[src/rtl/matrix_pkg.sv]
// Shared definitions for the matrix multiplier front end: default matrix
// geometry, the operand loader state encoding and an element-count helper.
package matrix_pkg;

  localparam int unsigned DEF_DATA_WIDTH       = 8;
  localparam int unsigned DEF_A_ROWS           = 8;
  localparam int unsigned DEF_B_COLUMNS        = 5;
  localparam int unsigned DEF_A_COLUMNS_B_ROWS = 4;

  typedef enum logic [1:0] {
    LOAD_A = 2'd0,
    LOAD_B = 2'd1,
    ISSUE  = 2'd2,
    ERROR  = 2'd3
  } loader_state_e;

  // Number of elements in a rows x cols matrix.
  function automatic int unsigned mat_size(input int unsigned rows,
                                           input int unsigned cols);
    return rows * cols;
  endfunction

endpackage

[src/rtl/matrix_operand_loader.sv]
// Stream-to-array front end for the matrix multiplier.
// Collects A (row-major) then B (row-major) elements from a valid/ready
// stream into flat registered arrays and pulses valid_o for one cycle when
// a complete, correctly framed operand set is held. A misplaced or missing
// s_last_i pulses error_o instead and the set is discarded.
//
// Ports:
//   clk_i      clock, rising edge
//   reset_i    synchronous active-high reset
//   s_valid_i  element stream valid
//   s_ready_o  element stream ready (low during reset, ISSUE and ERROR)
//   s_data_i   element value
//   s_last_i   marks the final element of B
//   valid_o    one-cycle pulse, a_o/b_o hold a complete operand set
//   a_o        A elements, index i*A_COLUMNS_B_ROWS+k
//   b_o        B elements, index k*B_COLUMNS+j
//   error_o    one-cycle pulse, framing error
module matrix_operand_loader
  import matrix_pkg::*;
#(
  parameter int unsigned DATA_WIDTH       = DEF_DATA_WIDTH,
  parameter int unsigned A_ROWS           = DEF_A_ROWS,
  parameter int unsigned B_COLUMNS        = DEF_B_COLUMNS,
  parameter int unsigned A_COLUMNS_B_ROWS = DEF_A_COLUMNS_B_ROWS
) (
  input  logic                  clk_i,
  input  logic                  reset_i,
  input  logic                  s_valid_i,
  output logic                  s_ready_o,
  input  logic [DATA_WIDTH-1:0] s_data_i,
  input  logic                  s_last_i,
  output logic                  valid_o,
  output logic [DATA_WIDTH-1:0] a_o [A_ROWS*A_COLUMNS_B_ROWS],
  output logic [DATA_WIDTH-1:0] b_o [A_COLUMNS_B_ROWS*B_COLUMNS],
  output logic                  error_o
);

  localparam int unsigned A_SIZE   = mat_size(A_ROWS, A_COLUMNS_B_ROWS);
  localparam int unsigned B_SIZE   = mat_size(A_COLUMNS_B_ROWS, B_COLUMNS);
  localparam int unsigned MAX_SIZE = (A_SIZE > B_SIZE) ? A_SIZE : B_SIZE;
  localparam int unsigned CNT_W    = (MAX_SIZE > 1) ? $clog2(MAX_SIZE) : 1;

  loader_state_e         state_q, state_d;
  logic [CNT_W-1:0]      cnt_q, cnt_d;
  logic                  s_ready_q, s_ready_d;
  logic                  valid_q, valid_d;
  logic                  error_q, error_d;
  logic [DATA_WIDTH-1:0] a_q [A_SIZE];
  logic [DATA_WIDTH-1:0] a_d [A_SIZE];
  logic [DATA_WIDTH-1:0] b_q [B_SIZE];
  logic [DATA_WIDTH-1:0] b_d [B_SIZE];
  logic                  xfer;

  assign xfer = s_valid_i && s_ready_q;

  // State, counter, operand arrays and registered outputs.
  always_ff @(posedge clk_i) begin
    if (reset_i) begin
      state_q   <= LOAD_A;
      cnt_q     <= '0;
      s_ready_q <= 1'b0;
      valid_q   <= 1'b0;
      error_q   <= 1'b0;
      a_q       <= '{default: '0};
      b_q       <= '{default: '0};
    end else begin
      state_q   <= state_d;
      cnt_q     <= cnt_d;
      s_ready_q <= s_ready_d;
      valid_q   <= valid_d;
      error_q   <= error_d;
      a_q       <= a_d;
      b_q       <= b_d;
    end
  end

  // Next state, element capture and counter update.
  always_comb begin
    state_d = state_q;
    cnt_d   = cnt_q;
    a_d     = a_q;
    b_d     = b_q;

    unique case (state_q)
      LOAD_A: begin
        if (xfer) begin
          a_d[cnt_q] = s_data_i;
          if (s_last_i) begin
            // last can never legally fall inside A
            state_d = ERROR;
            cnt_d   = '0;
          end else if (cnt_q == CNT_W'(A_SIZE - 1)) begin
            state_d = LOAD_B;
            cnt_d   = '0;
          end else begin
            cnt_d = cnt_q + CNT_W'(1);
          end
        end
      end
      LOAD_B: begin
        if (xfer) begin
          b_d[cnt_q] = s_data_i;
          if (cnt_q == CNT_W'(B_SIZE - 1)) begin
            state_d = s_last_i ? ISSUE : ERROR;
            cnt_d   = '0;
          end else if (s_last_i) begin
            state_d = ERROR;
            cnt_d   = '0;
          end else begin
            cnt_d = cnt_q + CNT_W'(1);
          end
        end
      end
      ISSUE, ERROR: begin
        state_d = LOAD_A;
        cnt_d   = '0;
      end
      default: begin
        state_d = LOAD_A;
        cnt_d   = '0;
      end
    endcase

    // Outputs are registered images of the state being entered.
    s_ready_d = (state_d == LOAD_A) || (state_d == LOAD_B);
    valid_d   = (state_d == ISSUE);
    error_d   = (state_d == ERROR);
  end

  assign s_ready_o = s_ready_q;
  assign valid_o   = valid_q;
  assign error_o   = error_q;
  assign a_o       = a_q;
  assign b_o       = b_q;

endmodule

[config.mk]
export PLATFORM = sky130hd
export DESIGN_NAME = matrix_operand_loader
export DESIGN_NICKNAME = d
export VERILOG_FILES = /design/src/rtl/matrix_pkg.sv /design/src/rtl/matrix_operand_loader.sv
export SDC_FILE = /design/constraint.sdc
export NUM_CORES = 1
export LEC_CHECK = 0
export CORE_ASPECT_RATIO = 1.75
export CORE_MARGIN = 1
export CORE_UTILIZATION = 53
export CTS_CLUSTER_SIZE = 14
export DETAILED_ROUTE_END_ITERATION = 8
export DONT_BUFFER_PORTS = 1
export MAX_ROUTING_LAYER = met4
export PLACE_DENSITY = 0.73
export SLEW_MARGIN = 15
export SYNTH_ARGS = -nofsm -noshare
export SYNTH_HDL_FRONTEND = slang
export SYNTH_SLANG_ARGS = --single-unit
[constraint.sdc]
create_clock -name clk_i -period 5.16 [get_ports clk_i]
set_input_delay 0.774 -clock clk_i [delete_from_list [all_inputs] [get_ports clk_i]]
set_output_delay 0.774 -clock clk_i [all_outputs]
set_load 0.005 [all_outputs]
==> results.md, run 1 <==
- Outcome: complete, no violations
- Slew @ Worst Pin: 1.14 ns
- Synthesized Nets: 1511
- Crit end category: flip-flop
- PwrDens: 358 nW/um^2
- Die Area: 30800 um^2
- Max incr delay on CP: 0.77 ns
- CP Cell Sequence: ha_1 > and3_1 > ha_1 > nor2b_1 > a2111oi_1 > nand3_1 > a31oi_1
- DRC: 0
- GP Congestion: 0.797
- Share of cells above drive strength 1: 8.11%
- Post-synthesis sequential area ratio: 53.5%
- Final period util: 46.3%
- CP arrival: 2.84 ns
- Sw Pwr: 1.23 mW
- Grt met3 use: 7.06%
- RSZ-0062 raised after global routing: no
- Drt first pass iters: 5
- Overflow after GRT: 0
- Peak VDD IR: 0.000287 V
- Synth Area in Simple Gates: 16.4%
- Internal power: 4.94 mW
- Hold WC Path Type: in2reg
- Syn-to-layout area delta: 7.87%
- Mapped Cells: 1494
- Setup crit start kind: flip-flop
- Die width: 133 um
- Vert. Die Dim: 232 um
- # nets final: 1437
- Buffers added on ports: 0
- Setup tns final: 0 ns
- CTS Hold Bufs: 0
- Clock power share: 45.6%
- Vias per inst: 5.58
- Wire length of the first global-routing pass: 61.5 mm
- Max Cap Viol: 0
- Final hold violations: 0
- Required time of the critical path: 5.61 ns
- Post-CTS sizing: 0
- F_max: 419 MHz
- Initial antenna violation count: 0
- Slowest CP cell: a2111oi_1
- Clock Latency Late Sink: 0.52 ns
- Setup bufs post-CTS: 0
- All-Layer GR Usage: 26.9%
- Fillers: 2516
- Clk root buf: clkbuf_16
- Vias in the first global route: 10.0k
- Post-route cell area: 17200 um^2
- Reg power frac: 53.6%
- GR Util met1: 27.6%
- Logic pwr share: 0.8%
- M2 GR Usage: 47.5%
- Register bit total from synthesis: 426
- Post-synthesis cell type count: 36
- Dpl cell area: 16000 um^2
- Max-slew violations: 0
- Post-Synth Adder-Cell Area: 0.392%
- Commonest cells after routing, fill and taps aside: 425 x dfxtp_1, 421 x nor2_1, 417 x mux2i_1, 41 x clkbuf_16, 32 x nor3_4
- Starting Density: 54.1%
- Min Tclk post-route: 2.39 ns
- Fin util: 58.3%
- Routed vias: 10.2k
- Row count: 83
- Pleak: 6.95 nW
- Initial DRC count: 554
- Most common cell after layout, fill and taps aside: dfxtp_1
- Pin count of the biggest net entering global routing: 426
- Sink Count: 426
- Most Frequent Cell on Critical Path: ha_1
- CTS clock-pin slew for the worst setup and hold paths: 0.06 ns
- Kind of critical path: reg2reg
- Cts bufs inserted: 39
- Post-route ant nets: 0
- Worst Clk Skew: 0.0128 ns
- Synth Area in Compound Gates: 0.486%
- XOR/XNOR share of the synthesized area: 0%
- Layer with the highest usage: met2
- CTS tree: yes
- Combinational family with the most area after synthesis: multiplexers
- Net Sw Frac: 19.9%
- Core ar.: 29500 um^2
- Mux cell area share after synthesis: 26.2%
- DPL Wire Length: 26.1 mm
- Syn Area/Cell: 10.7 um^2
- Final wirelength: 41.7 mm
- # IOs: 431
- WL/cell: 22.8 um
- Slew headroom: 23.9%
- Synthesized area: 16000 um^2
- CP max FO: 6
- H-Tree Level Count: 2
- Diode count: 0
- Worst-case clock buffer depth: 3
- Synth warnings: 0
- Final setup fails: 0
## power groups by stage
stage	logic [mW]	clock network (mW)	registers [mW]
after global routing	0.0523	3.00	3.30
after detailed placement	0.0495	0	3.38
after floorplan	0.133	0	3.37
after global placement	0.0487	0	3.38
final	0.0483	2.81	3.31
after CTS	0.0497	2.88	3.31
## per-stage QoR
step | hold slack (ns) | instances | setup slack, ns | power, mW
floorplan | 0.478 | 1494 | 3.08 | 3.50
finish | 0.351 | 1825 | 2.77 | 6.17
global route | 0.336 | 1825 | 2.60 | 6.36
detailed placement | 0.510 | 1761 | 2.80 | 3.43
global placement | 0.495 | 1761 | 2.87 | 3.43
CTS | 0.311 | 1825 | 2.77 | 6.23
## registers in the layout, indices dropped and copies added, names as in the netlist
name	flops
s_ready_o	1
b_o	160
valid_o	1
error_o	1
a_o	256
state_q	2
cnt_q	5
## worst max-delay path, delay by kind of cell (launching register included)
family	cells	cell delay (ns)
adders and majority gates	2	0.47
DFF	1	0.35
and+or+nand+nor	3	0.53
AOI/OAI and AO/OA	2	0.96
## cells in the mapped netlist
cell | instances | area, um^2
and2_1 | 3 | 18.8
a31oi_1 | 2 | 12.5
nand3_1 | 3 | 15.0
buf_6 | 1 | 11.3
or3b_1 | 3 | 26.3
buf_1 | 32 | 120
buf_2 | 13 | 65.1
ha_1 | 5 | 62.6
a41o_1 | 1 | 10.0
nor2_1 | 421 | 1580
o21bai_1 | 1 | 7.51
and3b_1 | 1 | 8.76
inv_1 | 2 | 7.51
and4b_1 | 5 | 50.1
o211a_1 | 1 | 10.0
nor3_4 | 32 | 521
clkbuf_1 | 69 | 259
nand3b_2 | 3 | 33.8
nand2b_1 | 1 | 6.26
dfxtp_1 | 426 | 8530
buf_4 | 5 | 37.5
nand4b_1 | 4 | 35.0
nor2b_1 | 2 | 12.5
and3_1 | 1 | 6.26
nor3b_2 | 3 | 37.5
nor3_1 | 3 | 15.0
o21ai_0 | 1 | 5.00
nor4_1 | 1 | 6.26
a21oi_1 | 3 | 15.0
or3_1 | 1 | 6.26
nand2_1 | 4 | 15.0
a2111oi_1 | 1 | 10.0
mux2i_1 | 417 | 4170
nand3_2 | 20 | 200
nand3b_1 | 2 | 15.0
a22oi_1 | 1 | 7.51
## routing by layer
layer	vias to the layer above	wire, um
met4	0	1700
met2	360	21900
met5	-	0
li1	4823	-
met1	4906	15000
met3	98	3030
## final timing paths
kind | start | end | slack (ns) | cells after the start
hold / removal | reset_i | a_o[205] | 0.35 | 1
hold reg to reg | a_o[138] | a_o[138] | 0.52 | 2
setup / recovery | cnt_q[0] | cnt_q[3] | 2.77 | 7
setup reg to reg | cnt_q[0] | cnt_q[3] | 2.77 | 7
## final cells by class
| class | count | area [um^2] | area share, % |
|---|---|---|---|
| Multi-Input combinational cell | 946 | 6920 | 40.2 |
| Clock buffer | 57 | 1140 | 6.60 |
| Sequential cell | 426 | 8530 | 49.6 |
| Timing Repair Buffer | 5 | 37.5 | 0.218 |
| Inverter | 2 | 7.51 | 0.0436 |
| Clock inverter | 7 | 92.6 | 0.538 |
| Tap cell | 382 | 478 | 2.78 |
## kinds of logic after synthesis
group | after synthesis
buf+inv | 122
simple gates | 513
compound gates | 11
flops | 426
fa+ha+maj | 5
mux | 417
Power figures use the tool's default switching activity.
==> inputs of run 2 (changes only) <==
==> constraint.sdc (replaced) <==
create_clock -name clk_i -period 2.5 [get_ports clk_i]
set_input_delay 0.375 -clock clk_i [delete_from_list [all_inputs] [get_ports clk_i]]
set_output_delay 0.375 -clock clk_i [all_outputs]
set_load 0.005 [all_outputs]
==> run 2 against run 1 <==
  * First-iteration DRC count is 6.1% higher
  * Largest power group unchanged
  * Total power increased by 110%
  * Clock-buffer cell count up 2
  * Clock skew fell by 0.0020 ns
  * Cell count rose by 8.4%
  * Register-to-register slack got worse by 2.8 ns
  * Largest cell class unchanged
  * Critical path depth did not move
==> results.md, run 2 (synthesized netlist as in run 1, its figures left out) <==
- Share of cells above drive strength 1: 9.39%
- Core ar.: 29500 um^2
- Slew headroom: 28.7%
- # nets final: 1591
- H-Tree Level Count: 2
- Syn-to-layout area delta: 18.2%
- Worst-case clock buffer depth: 3
- Worst slack at placement: 0.352 ns
- Required time of the critical path: 2.93 ns
- Diode count: 0
- Outcome: complete, no violations
- Vias per inst: 5.68
- DPL Wire Length: 26.2 mm
- Final setup fails: 0
- Slowest CP cell: dlygate4sd3_1
- Starting Density: 54.1%
- Inst Count DP: 1771
- Min Tclk post-route: 2.50 ns
- Crit end category: flip-flop
- Initial antenna violation count: 0
- Sink Count: 426
- Most common cell after layout, fill and taps aside: dfxtp_1
- Fin util: 63.9%
- Die Area: 30800 um^2
- Kind of critical path: reg2reg
- Die width: 133 um
- CTS tree: yes
- Drt first pass iters: 7
- Worst setup margin: 0.00473 ns
- Pleak: 7.93 nW
- RSZ-0062 raised after global routing: yes
- Vert. Die Dim: 232 um
- F_max: 401 MHz
- Dpl cell area: 16100 um^2
- Commonest cells after routing, fill and taps aside: 424 x dfxtp_1, 421 x nor2_1, 417 x mux2i_1, 126 x dlygate4sd3_1, 41 x clkbuf_16
- Final hold violations: 0
- PwrDens: 689 nW/um^2
- Max-slew violations: 0
- Post-route cell area: 18800 um^2
- Max incr delay on CP: 0.54 ns
- Clock Latency Late Sink: 0.54 ns
- Wire length of the first global-routing pass: 74.8 mm
- Initial DRC count: 588
- Final wirelength: 52.1 mm
- Max Cap Viol: 0
- Worst Clk Skew: 0.0108 ns
- WL/cell: 26.3 um
- Slew @ Worst Pin: 1.07 ns
- DRC: 0
- CP arrival: 2.92 ns
- Clk root buf: clkbuf_16
- Row count: 83
- Hold WC Path Type: in2reg
- Overflow after GRT: 0
- Peak VDD IR: 0.000574 V
- GP Congestion: 0.830
- CP max FO: 8
- Buffers added on ports: 0
- # IOs: 431
- Max reg flops: 256
- Final period util: 99.8%
- Cts bufs inserted: 39
- Family with the most delay on the worst path: simple AND/OR/NAND/NOR gates
- Pin count of the biggest net entering global routing: 121
- CTS clock-pin slew for the worst setup and hold paths: 0.07 ns
- CP Cell Sequence: inv_1 > ha_1 > and4b_1 > nand3_2 > mux2i_1 > nor2_1 > dlygate4sd3_1
- Fin cells: 1979
- Post-route ant nets: 0
- Vias in the first global route: 11.3k
- Crit path buf inv count: 2
- All-Layer GR Usage: 34.0%
- Setup crit start kind: flip-flop
- Routed vias: 11.2k
==> run 2: cell count changes in the layout (fill, tap and decap cells not counted), sizes merged <==
cell,delta
bufinv,-2
clkbuf,+2
clkinvlp,+1
inv,+1
dlygate4sd3,+126
buf,+28
clkinv,-2
==> run 2: what timing repair did <==
action | 4_1_cts | 5_1_grt
hold buffers | 131 | 0
setup buffers | 0 | 13
hold endpoints to repair | 269 | 0
setup endpoints to repair | 0 | 88
resized for setup | 0 | 10
==> run 2: final timing paths <==
kind	slack, ns	from	cells after the start	endpoint
setup / recovery	0.005	cnt_q[0]	7	b_o[90]
hold / removal	0.009	s_data_i[6]	2	a_o[134]
setup reg to reg	0.005	cnt_q[0]	7	b_o[90]
hold reg to reg	0.52	a_o[23]	2	a_o[23]
==> run 2: cell type report <==
type / count / area [um^2]
flip-flops and latches: 426 / 8530
clock buffers: 59 / 1170
inverters: 2 / 7.51
multi-input cells: 946 / 6980
clock inverters: 5 / 35.0
well taps: 382 / 478
fillers: 2310 / 10600
repair buffers: 159 / 1640
==> run 2: per-layer routing <==
layer	global-route usage (%)	vias up	routed length [um]
met5	-	-	0
met4	17.4	0	2600
met3	8.40	136	3930
met2	59.3	498	27000
met1	35.2	5485	18600
li1	-	5125	-
==> run 2: through the flow <==
step	hold slack (ns)	power, mW	setup TNS (ns)
after global placement	0.473	7.08	0
after global routing	0.000494	13.3	-1.23
after CTS	0.000350	13.0	0
after floorplan	0.478	7.23	0
after detailed placement	0.476	7.08	0
final	0.00866	13.0	0
==> run 2: worst register-to-register path, delay by kind of cell (launching register included) <==
| family | cells | cell delay (ns) |
|---|---|---|
| muxes | 1 | 0.27 |
| DFF | 1 | 0.35 |
| adders and majority gates | 1 | 0.21 |
| buffers and inverters | 2 | 0.66 |
| and+or+nand+nor | 3 | 0.90 |
==> run 2: where the power goes <==
part	switching (mW)	total, mW	internal, mW	leakage [nW]
Sequential	0.0283	6.83	6.80	3.43
Clock	2.55	5.79	3.24	0.591
Combinational	0.266	0.369	0.103	3.90
Total	2.84	13.0	10.1	7.93
==> inputs of run 3 (changes only) <==
--- a/config.mk
+++ b/config.mk
@@ -5,6 +5,7 @@
 export SDC_FILE = /design/constraint.sdc
 export NUM_CORES = 1
 export LEC_CHECK = 0
+export CAP_MARGIN = 20
 export CORE_ASPECT_RATIO = 1.75
 export CORE_MARGIN = 1
 export CORE_UTILIZATION = 53
==> results of run 3 <==
Final layout, timing and power as in run 2 (identical DEF).
